### src/rtl/cpu_control.sv
// Multi-cycle control sequencer for the mos6502 datapath: decodes IR, steps the
// phase FSM and drives every datapath select, with rdy stalling and a retire counter.
package cpu_control_pkg;

    typedef enum logic [7:0] {
        OP_ORA_IMM = 8'h09,
        OP_AND_IMM = 8'h29,
        OP_EOR_IMM = 8'h49,
        OP_JMP_ABS = 8'h4C,
        OP_ADC_IMM = 8'h69,
        OP_STA_ABS = 8'h8D,
        OP_LDA_IMM = 8'hA9,
        OP_LDA_ABS = 8'hAD,
        OP_BNE     = 8'hD0,
        OP_INX     = 8'hE8,
        OP_SBC_IMM = 8'hE9,
        OP_NOP     = 8'hEA,
        OP_BEQ     = 8'hF0
    } opc_t;

    typedef enum logic {NOLOAD = 1'b0, LOAD = 1'b1} il_t;
    typedef enum logic {READ = 1'b0, WRITE = 1'b1} mw_t;
    typedef enum logic {PC_ADDR = 1'b0, A_ADDR = 1'b1} mm_t;
    typedef enum logic [1:0] {HOLD = 2'd0, INC = 2'd1, REL = 2'd2, ABS = 2'd3} ps_t;
    typedef enum logic [2:0] {
        ANOP = 3'd0,
        AADD = 3'd1,
        ASUB = 3'd2,
        AAND = 3'd3,
        AEOR = 3'd4,
        AORA = 3'd5,
        AINC = 3'd6
    } alu_t;
    typedef enum logic {EX0 = 1'b0, INF = 1'b1} state_t;

endpackage

module cpu_control
    import cpu_control_pkg::*;
#(
    parameter int RST_VECTOR_WAIT = 1
) (
    input  logic        clk,
    input  logic        rst_n,
    input  logic        rdy,
    input  logic [7:0]  ir,
    input  logic        zflag,
    output logic        il,
    output logic        mw,
    output logic        mm,
    output logic [1:0]  ps,
    output logic [2:0]  alu_op,
    output logic        a_sel,
    output logic        a_ld,
    output logic        x_ld,
    output logic        flags_ld,
    output logic        adl_ld,
    output logic        adh_ld,
    output logic        state,
    output logic        retired,
    output logic [15:0] icount
);

    typedef enum logic [2:0] {
        S_WAIT  = 3'd0,
        S_FETCH = 3'd1,
        S_EX    = 3'd2,
        S_ADL   = 3'd3,
        S_ADH   = 3'd4,
        S_MEM   = 3'd5
    } phase_t;

    localparam logic [1:0] WAIT_LAST = 2'(RST_VECTOR_WAIT - 1);

    phase_t      phase_r;
    phase_t      phase_tgt_s;
    logic [1:0]  wait_cnt_r;
    logic [1:0]  wait_tgt_s;
    logic [15:0] icount_r;

    il_t  il_raw_s;
    mw_t  mw_s;
    mm_t  mm_s;
    ps_t  ps_raw_s;
    alu_t alu_s;
    logic a_sel_s;
    logic a_ld_raw_s;
    logic x_ld_raw_s;
    logic flags_ld_raw_s;
    logic adl_ld_raw_s;
    logic adh_ld_raw_s;
    logic retired_raw_s;

    function automatic alu_t imm_alu(input logic [7:0] op);
        alu_t f;
        case (op)
            OP_ADC_IMM: f = AADD;
            OP_SBC_IMM: f = ASUB;
            OP_AND_IMM: f = AAND;
            OP_EOR_IMM: f = AEOR;
            OP_ORA_IMM: f = AORA;
            default:    f = ANOP;
        endcase
        return f;
    endfunction

    function automatic logic branch_taken(input logic [7:0] op, input logic z);
        logic t;
        if (op == OP_BNE) begin
            t = ~z;
        end else begin
            t = z;
        end
        return t;
    endfunction

    // Phase decode: unstalled outputs and the phase to advance to
    always_comb begin
        il_raw_s       = NOLOAD;
        mw_s           = READ;
        mm_s           = PC_ADDR;
        ps_raw_s       = HOLD;
        alu_s          = ANOP;
        a_sel_s        = 1'b0;
        a_ld_raw_s     = 1'b0;
        x_ld_raw_s     = 1'b0;
        flags_ld_raw_s = 1'b0;
        adl_ld_raw_s   = 1'b0;
        adh_ld_raw_s   = 1'b0;
        retired_raw_s  = 1'b0;
        phase_tgt_s    = phase_r;
        wait_tgt_s     = wait_cnt_r;
        case (phase_r)
            S_WAIT: begin
                if (wait_cnt_r == WAIT_LAST) begin
                    phase_tgt_s = S_FETCH;
                    wait_tgt_s  = 2'd0;
                end else begin
                    wait_tgt_s  = wait_cnt_r + 2'd1;
                end
            end
            S_FETCH: begin
                il_raw_s    = LOAD;
                ps_raw_s    = INC;
                phase_tgt_s = S_EX;
            end
            S_EX: begin
                case (ir)
                    OP_LDA_IMM, OP_ADC_IMM, OP_SBC_IMM,
                    OP_AND_IMM, OP_EOR_IMM, OP_ORA_IMM: begin
                        ps_raw_s       = INC;
                        a_ld_raw_s     = 1'b1;
                        flags_ld_raw_s = 1'b1;
                        a_sel_s        = (ir == OP_LDA_IMM);
                        alu_s          = imm_alu(ir);
                        retired_raw_s  = 1'b1;
                        phase_tgt_s    = S_FETCH;
                    end
                    OP_INX: begin
                        alu_s          = AINC;
                        x_ld_raw_s     = 1'b1;
                        flags_ld_raw_s = 1'b1;
                        retired_raw_s  = 1'b1;
                        phase_tgt_s    = S_FETCH;
                    end
                    OP_BNE, OP_BEQ: begin
                        ps_raw_s      = branch_taken(ir, zflag) ? REL : INC;
                        retired_raw_s = 1'b1;
                        phase_tgt_s   = S_FETCH;
                    end
                    // Absolute forms spend S_EX quiet while the operand bytes are still ahead
                    OP_LDA_ABS, OP_STA_ABS, OP_JMP_ABS: begin
                        phase_tgt_s = S_ADL;
                    end
                    default: begin
                        retired_raw_s = 1'b1;
                        phase_tgt_s   = S_FETCH;
                    end
                endcase
            end
            S_ADL: begin
                adl_ld_raw_s = 1'b1;
                ps_raw_s     = INC;
                phase_tgt_s  = S_ADH;
            end
            S_ADH: begin
                if (ir == OP_JMP_ABS) begin
                    ps_raw_s      = ABS;
                    retired_raw_s = 1'b1;
                    phase_tgt_s   = S_FETCH;
                end else begin
                    adh_ld_raw_s  = 1'b1;
                    ps_raw_s      = INC;
                    phase_tgt_s   = S_MEM;
                end
            end
            S_MEM: begin
                mm_s          = A_ADDR;
                retired_raw_s = 1'b1;
                phase_tgt_s   = S_FETCH;
                if (ir == OP_LDA_ABS) begin
                    a_sel_s        = 1'b1;
                    a_ld_raw_s     = 1'b1;
                    flags_ld_raw_s = 1'b1;
                end else if (ir == OP_STA_ABS) begin
                    mw_s = WRITE;
                end else begin
                    mw_s = READ;
                end
            end
            default: begin
                phase_tgt_s = S_WAIT;
                wait_tgt_s  = 2'd0;
            end
        endcase
    end

    // Stall gating: bus selects stay stable, every state-changing strobe is dropped
    always_comb begin
        mw       = mw_s;
        mm       = mm_s;
        alu_op   = alu_s;
        a_sel    = a_sel_s;
        state    = (phase_r == S_FETCH) ? INF : EX0;
        il       = NOLOAD;
        ps       = HOLD;
        a_ld     = 1'b0;
        x_ld     = 1'b0;
        flags_ld = 1'b0;
        adl_ld   = 1'b0;
        adh_ld   = 1'b0;
        retired  = 1'b0;
        if (rdy) begin
            il       = il_raw_s;
            ps       = ps_raw_s;
            a_ld     = a_ld_raw_s;
            x_ld     = x_ld_raw_s;
            flags_ld = flags_ld_raw_s;
            adl_ld   = adl_ld_raw_s;
            adh_ld   = adh_ld_raw_s;
            retired  = retired_raw_s;
        end else begin
            il       = NOLOAD;
            ps       = HOLD;
        end
    end

    // Phase register and post-reset wait counter, held while rdy is low
    always_ff @(posedge clk or negedge rst_n) begin
        if (!rst_n) begin
            phase_r    <= S_WAIT;
            wait_cnt_r <= 2'd0;
        end else if (rdy) begin
            phase_r    <= phase_tgt_s;
            wait_cnt_r <= wait_tgt_s;
        end else begin
            phase_r    <= phase_r;
            wait_cnt_r <= wait_cnt_r;
        end
    end

    // Retired-instruction counter, wraps naturally at 16 bits
    always_ff @(posedge clk or negedge rst_n) begin
        if (!rst_n) begin
            icount_r <= 16'd0;
        end else if (retired) begin
            icount_r <= icount_r + 16'd1;
        end else begin
            icount_r <= icount_r;
        end
    end

    assign icount = icount_r;

endmodule

### config.mk
export PLATFORM = sky130hd
export DESIGN_NAME = cpu_control
export DESIGN_NICKNAME = d
export VERILOG_FILES = /design/src/rtl/cpu_control.sv
export SDC_FILE = /design/constraint.sdc
export NUM_CORES = 1
export LEC_CHECK = 0
export BUFFER_PORTS_ARGS = -buffer_cell sky130_fd_sc_hd__buf_2
export CORE_UTILIZATION = 50
export DETAILED_ROUTE_END_ITERATION = 12
export MAX_ROUTING_LAYER = met4
export PLACE_DENSITY_LB_ADDON = 0.2
export SLEW_MARGIN = 20
export SYNTH_ARGS = -nofsm -noshare
export SYNTH_HDL_FRONTEND = slang
export SYNTH_SLANG_ARGS = --single-unit
### constraint.sdc
create_clock -name clk -period 3.1 [get_ports clk]
set_clock_uncertainty 0.2 [all_clocks]
set_input_delay 0.31 -clock clk [delete_from_list [all_inputs] [get_ports clk]]
set_output_delay 0.31 -clock clk [all_outputs]
set_load 0.005 [all_outputs]
Word-level counts from Yosys, hierarchy flattened

Cells that the tools add are included.

$add $sub $neg: 2
Eq/ne operators: 18
Muxes and demuxes: 44
Bitwise logic cells: 2
Reductions and logical operators: 10

Operator list:

| cell                  | count |
|---|---|
| $eq 8x8->1 const B    | 7 |
| $mux 1                | 26 |
| $eq 8x7->1 const B    | 3 |
| $pmux 3 s6            | 1 |
| $add 16x1->16 const B | 1 |
| $pmux 3 s5            | 1 |
| $mux 2                | 5 |
| $mux 3                | 3 |
| $eq 8x4->1 const B    | 1 |
| $eq 8x6->1 const B    | 1 |
| $pmux 2 s2            | 2 |
| $reduce_or 7->1       | 1 |
| $eq 3x2->1 const B    | 2 |
| $eq 3x3->1 const B    | 2 |
| $pmux 1 s2            | 3 |
| $pmux 2 s3            | 1 |
| $pmux 3 s2            | 1 |
| $reduce_or 6->1       | 1 |
| $reduce_or 5->1       | 1 |
| $reduce_and 2->1      | 2 |
| $reduce_or 2->1       | 2 |
| $eq 3x1->1 const B    | 1 |
| $logic_not 3->1       | 1 |
| $pmux 1 s3            | 1 |
| 5 further kinds       | 6 |

Bits in registers: 21
Output and inout bits: 32
Word-level logic and storage cells: 79

Depth between registers and ports, before layout

Depth in word-level cells: 8
Gate-level depth with buffers: 7

Worst setup path before layout

No wires, ideal clock.

Kind: in2out
From: input ir[4]
To: output a_ld
Arrival time: 1.473 ns
Data required time: 2.590 ns
Slack: 1.117 ns
Stages on the path: 5
Path buffers: 0
Path through: nand4bb_1 or3_1 and2_1 o21ai_0 and2_1

Longest elaborated chain between the ends: 5
Elaborated cells on any way between the ends: 12
Those cells by class: eq/ne (7); mux (4); reduce/logical (1)

RTL lines:

| element                                  | line | text |
|---|---|---|
| start, declared                          | 46   | `input logic [7:0] ir,` |
| $eq 8x8->1, or another cell as far along | 148  | `case (ir)` |
| $reduce_or 6->1                          | n/a  |  |
| $mux 1                                   | 148  |  |
| $pmux 1 s2 (*)                           | 133  | `case (phase_r)` |
| $mux 1 (*)                               | 233  | `if (rdy) begin` |
| end, declared                            | 54   | `output logic a_ld,` |

Mark *: on every way between the ends. The rest lies on a longest branch, timed or not.

Worst setup path in the final report

From: register phase_r[2]
To: output ps[0]

Longest elaborated chain between the ends: 4
Elaborated cells on any way between the ends: 7
Those cells by class: eq/ne (4); mux (2); reduce/logical (1)

RTL lines:

| element                                         | line | text |
|---|---|---|
| start, declared                                 | 75   | `phase_t phase_r;` |
| start signal, assigned                          | 254  | `phase_r <= phase_tgt_s;` |
| start signal, assigned                          | 257  | `phase_r <= phase_r;` |
| $eq 3x1->1 / $eq 3x2->1 (equally long branches) | 133  |  |
| $reduce_or 2->1 (no source line)                | n/a  |  |
| $pmux 2 s3 (*)                                  | 133  |  |
| $mux 2 (*)                                      | 233  |  |
| end, declared                                   | 51   | `output logic [1:0] ps,` |

Marked as above.

==> run metrics <==
max-cap violation count 0; synthesized area 0.001419 mm2; Die Y 55.27 um; Post-CTS Hold Buffers 1; Syn Nets 160; Int Pwr 510.8 uW; clock share of power 15.9%; CP Class flop to output pin; post-synth top area share 37.04%; sw power 341.5 uW; number of flops mapped to enable cells by yosys 0; Leak 0.0008380 uW; min Tclk post-route 2.826 ns; fillers 212; final RePlAce weighted congestion 0.8050; Final Hold Fails 0; setup bufs post-CTS 0; clk sinks 21; Flop pwr share 48.0%; Worst EP required 2.59 ns; PwrDens 508.7 mW/mm2; First DRT Iteration DRCs 34; slew margin rel. 50.19%; Hold Slack 0.1831 ns; CTS tree yes; Sw Share 40.06%; number of buffers created by CTS 3; drt first pass iters 4; vias in the first global route 1183; status complete, no violations; Comb pwr share 36.1%; vias per inst 5.687; vias 1234; final wirelength 3088 um; Yosys Warn Count 0; total power draw 852.3 uW; Unique masters post-synth 49; H-tree levels 1; crit-path max FO 15; DP Wirelength 2346 um; GRT Util Overall 22.10%; largest net degree at the start of global routing 22; clk_lat worst skew 0.31 ns; Yosys reg bits 21; die width 55.27 um; crit path DAT 2.32 ns; die area 0.003055 mm2; Worst Setup Start Kind flop; final setup TNS 0 ns; Area contributors post-synth dfrtp_1, xnor2_1, o211ai_2; critical path capture point type output pin; Final Slew Violations 0; area delta synth->final 18.08%; Synth Area in XOR/XNOR 9.877%; f_max 353.8 MHz; Post-route DRC 0; main flop type after synthesis dfrtp_1; ANT cells 0; Synth Area in Compound Gates 21.34%; FF-to-FF path depth 4; post-synthesis area per instance 9.785 um2; post-synth top area cell dfrtp_1; Post-Synth Adder-Cell Area 2.646%; Initial Util 55.26%; Post-Synthesis Cells 145; wire per inst 14.23 um; post-CTS resize count 0; Root Driver clkbuf_4; Worst-path clk slew 0.11 ns; Tcrit/Tclk final 91.17%; largest family of logic cells by synthesized area simple AND/OR/NAND/NOR gates; Worst Hold Depth 3; setup repair after global routing missed its margin no; commonest non-fill, non-tap cell in the layout buf_2; final setup fails 0; GR Overflow Total 0; Synth async-reset ratio 100.0%; Core ar. 0.002567 mm2; Hold Crit Class primary input to flop; nets 203; Top-Level Pins 44; first-pass GRT wire length 5333 um; simple-gate share of the synthesized area 23.72%; initial antenna violation count 0; worst slew pin tran 0.7447 ns; most frequent cells in the layout buf_2, dfrtp_1, xnor2_1, nor2_1, nand2_1; mux contribution to synthesized area 0.7937%; row count 18; I/O Buffers 43; share of cells above drive strength 1 33.16%; peak supply drop 0.0004572 V; register area share after synthesis 37.04%; antenna-violating nets left 0; CTS Buffer Depth 2
## through the flow
stage | worst slack (ns) | util [%] | area, um2 | instances
6_report | 0.2737 | 65.25 | 1675 | 217
5_1_grt | 0.1297 | 65.25 | 1675 | 217
4_1_cts | 0.1251 | 65.01 | 1669 | 217
3_5_place_dp | 0.4776 | 63.60 | 1633 | 212
3_3_place_gp | 0.5670 | 63.60 | 1633 | 212
2_1_floorplan | 1.117 | - | 1419 | 145
## synthesized netlist by cell type, drive strengths merged (2+ instances only)
cell type	count
dfrtp	21
xnor2	16
nor2	12
nand2	8
o21ai	8
inv	7
o211ai	6
a21oi	5
and2	4
and4	4
o2111ai	4
and3	3
buf	3
clkbuf	3
ha	3
nand3b	3
nor2b	3
a22oi	2
nand2b	2
nand3	2
nor3	2
o21a	2
o21bai	2
or3	2
## layer usage
layer	vias up	track usage [%]	share of wire, %
li1	610	-	-
met2	22	36.32	49
met1	598	27.95	46
met4	0	5.357	1.1
met5	-	-	0
met3	4	4.684	3.3
## path summary, 6_finish.rpt
path | start | endpoint | slack, ns
worst max-delay path | phase_r[2] | ps[0] | 0.27
worst min register to register | icount[15] | icount[15] | 0.29
worst max register to register | phase_r[2] | icount[1] | 0.80
worst min-delay path | rdy | phase_r[0] | 0.18
max in group asynchronous | rst_n | icount[14] | 2.11
min in group asynchronous | rst_n | icount[2] | 0.27
## worst max-delay path, cell delays in order (launching register included)
cell,delay (ns)
dfrtp_1,0.55
nand2b_1,0.30
nor4_1,0.51
nand4b_1,0.17
o221ai_1,0.23
o21a_1,0.16
buf_2,0.10
## final cells by class
cell class	instances	area (um2)	share of cell area (%)
inverter	7	26.28	1.568
timing repair buffer	44	225.2	13.44
tap	30	37.54	2.240
sequential	21	525.5	31.37
clock buffer	4	26.28	1.568
multi-input combinational	111	834.6	49.81
## power groups by stage
stage	clock, uW	combinational (uW)	sequential [uW]
after floorplan	0	251	365
after global placement	0	297	407
after detailed placement	0	303	414
after CTS	138	305	408
after global routing	150	341	423
final	135	308	409
## cells by family after synthesis
family,count (synthesis)
buffers and inverters,13
AND/OR/NAND/NOR,54
flip-flops,21
XOR/XNOR,16
adder cells (fa/ha/maj),3
AO/OA/AOI/OAI,37
multiplexers,1
## registers in the layout (all words and copies together) (netlist names)
signal      cells
icount         16
phase_r         3
wait_cnt_r      2
Power figures use the tool's default switching activity.
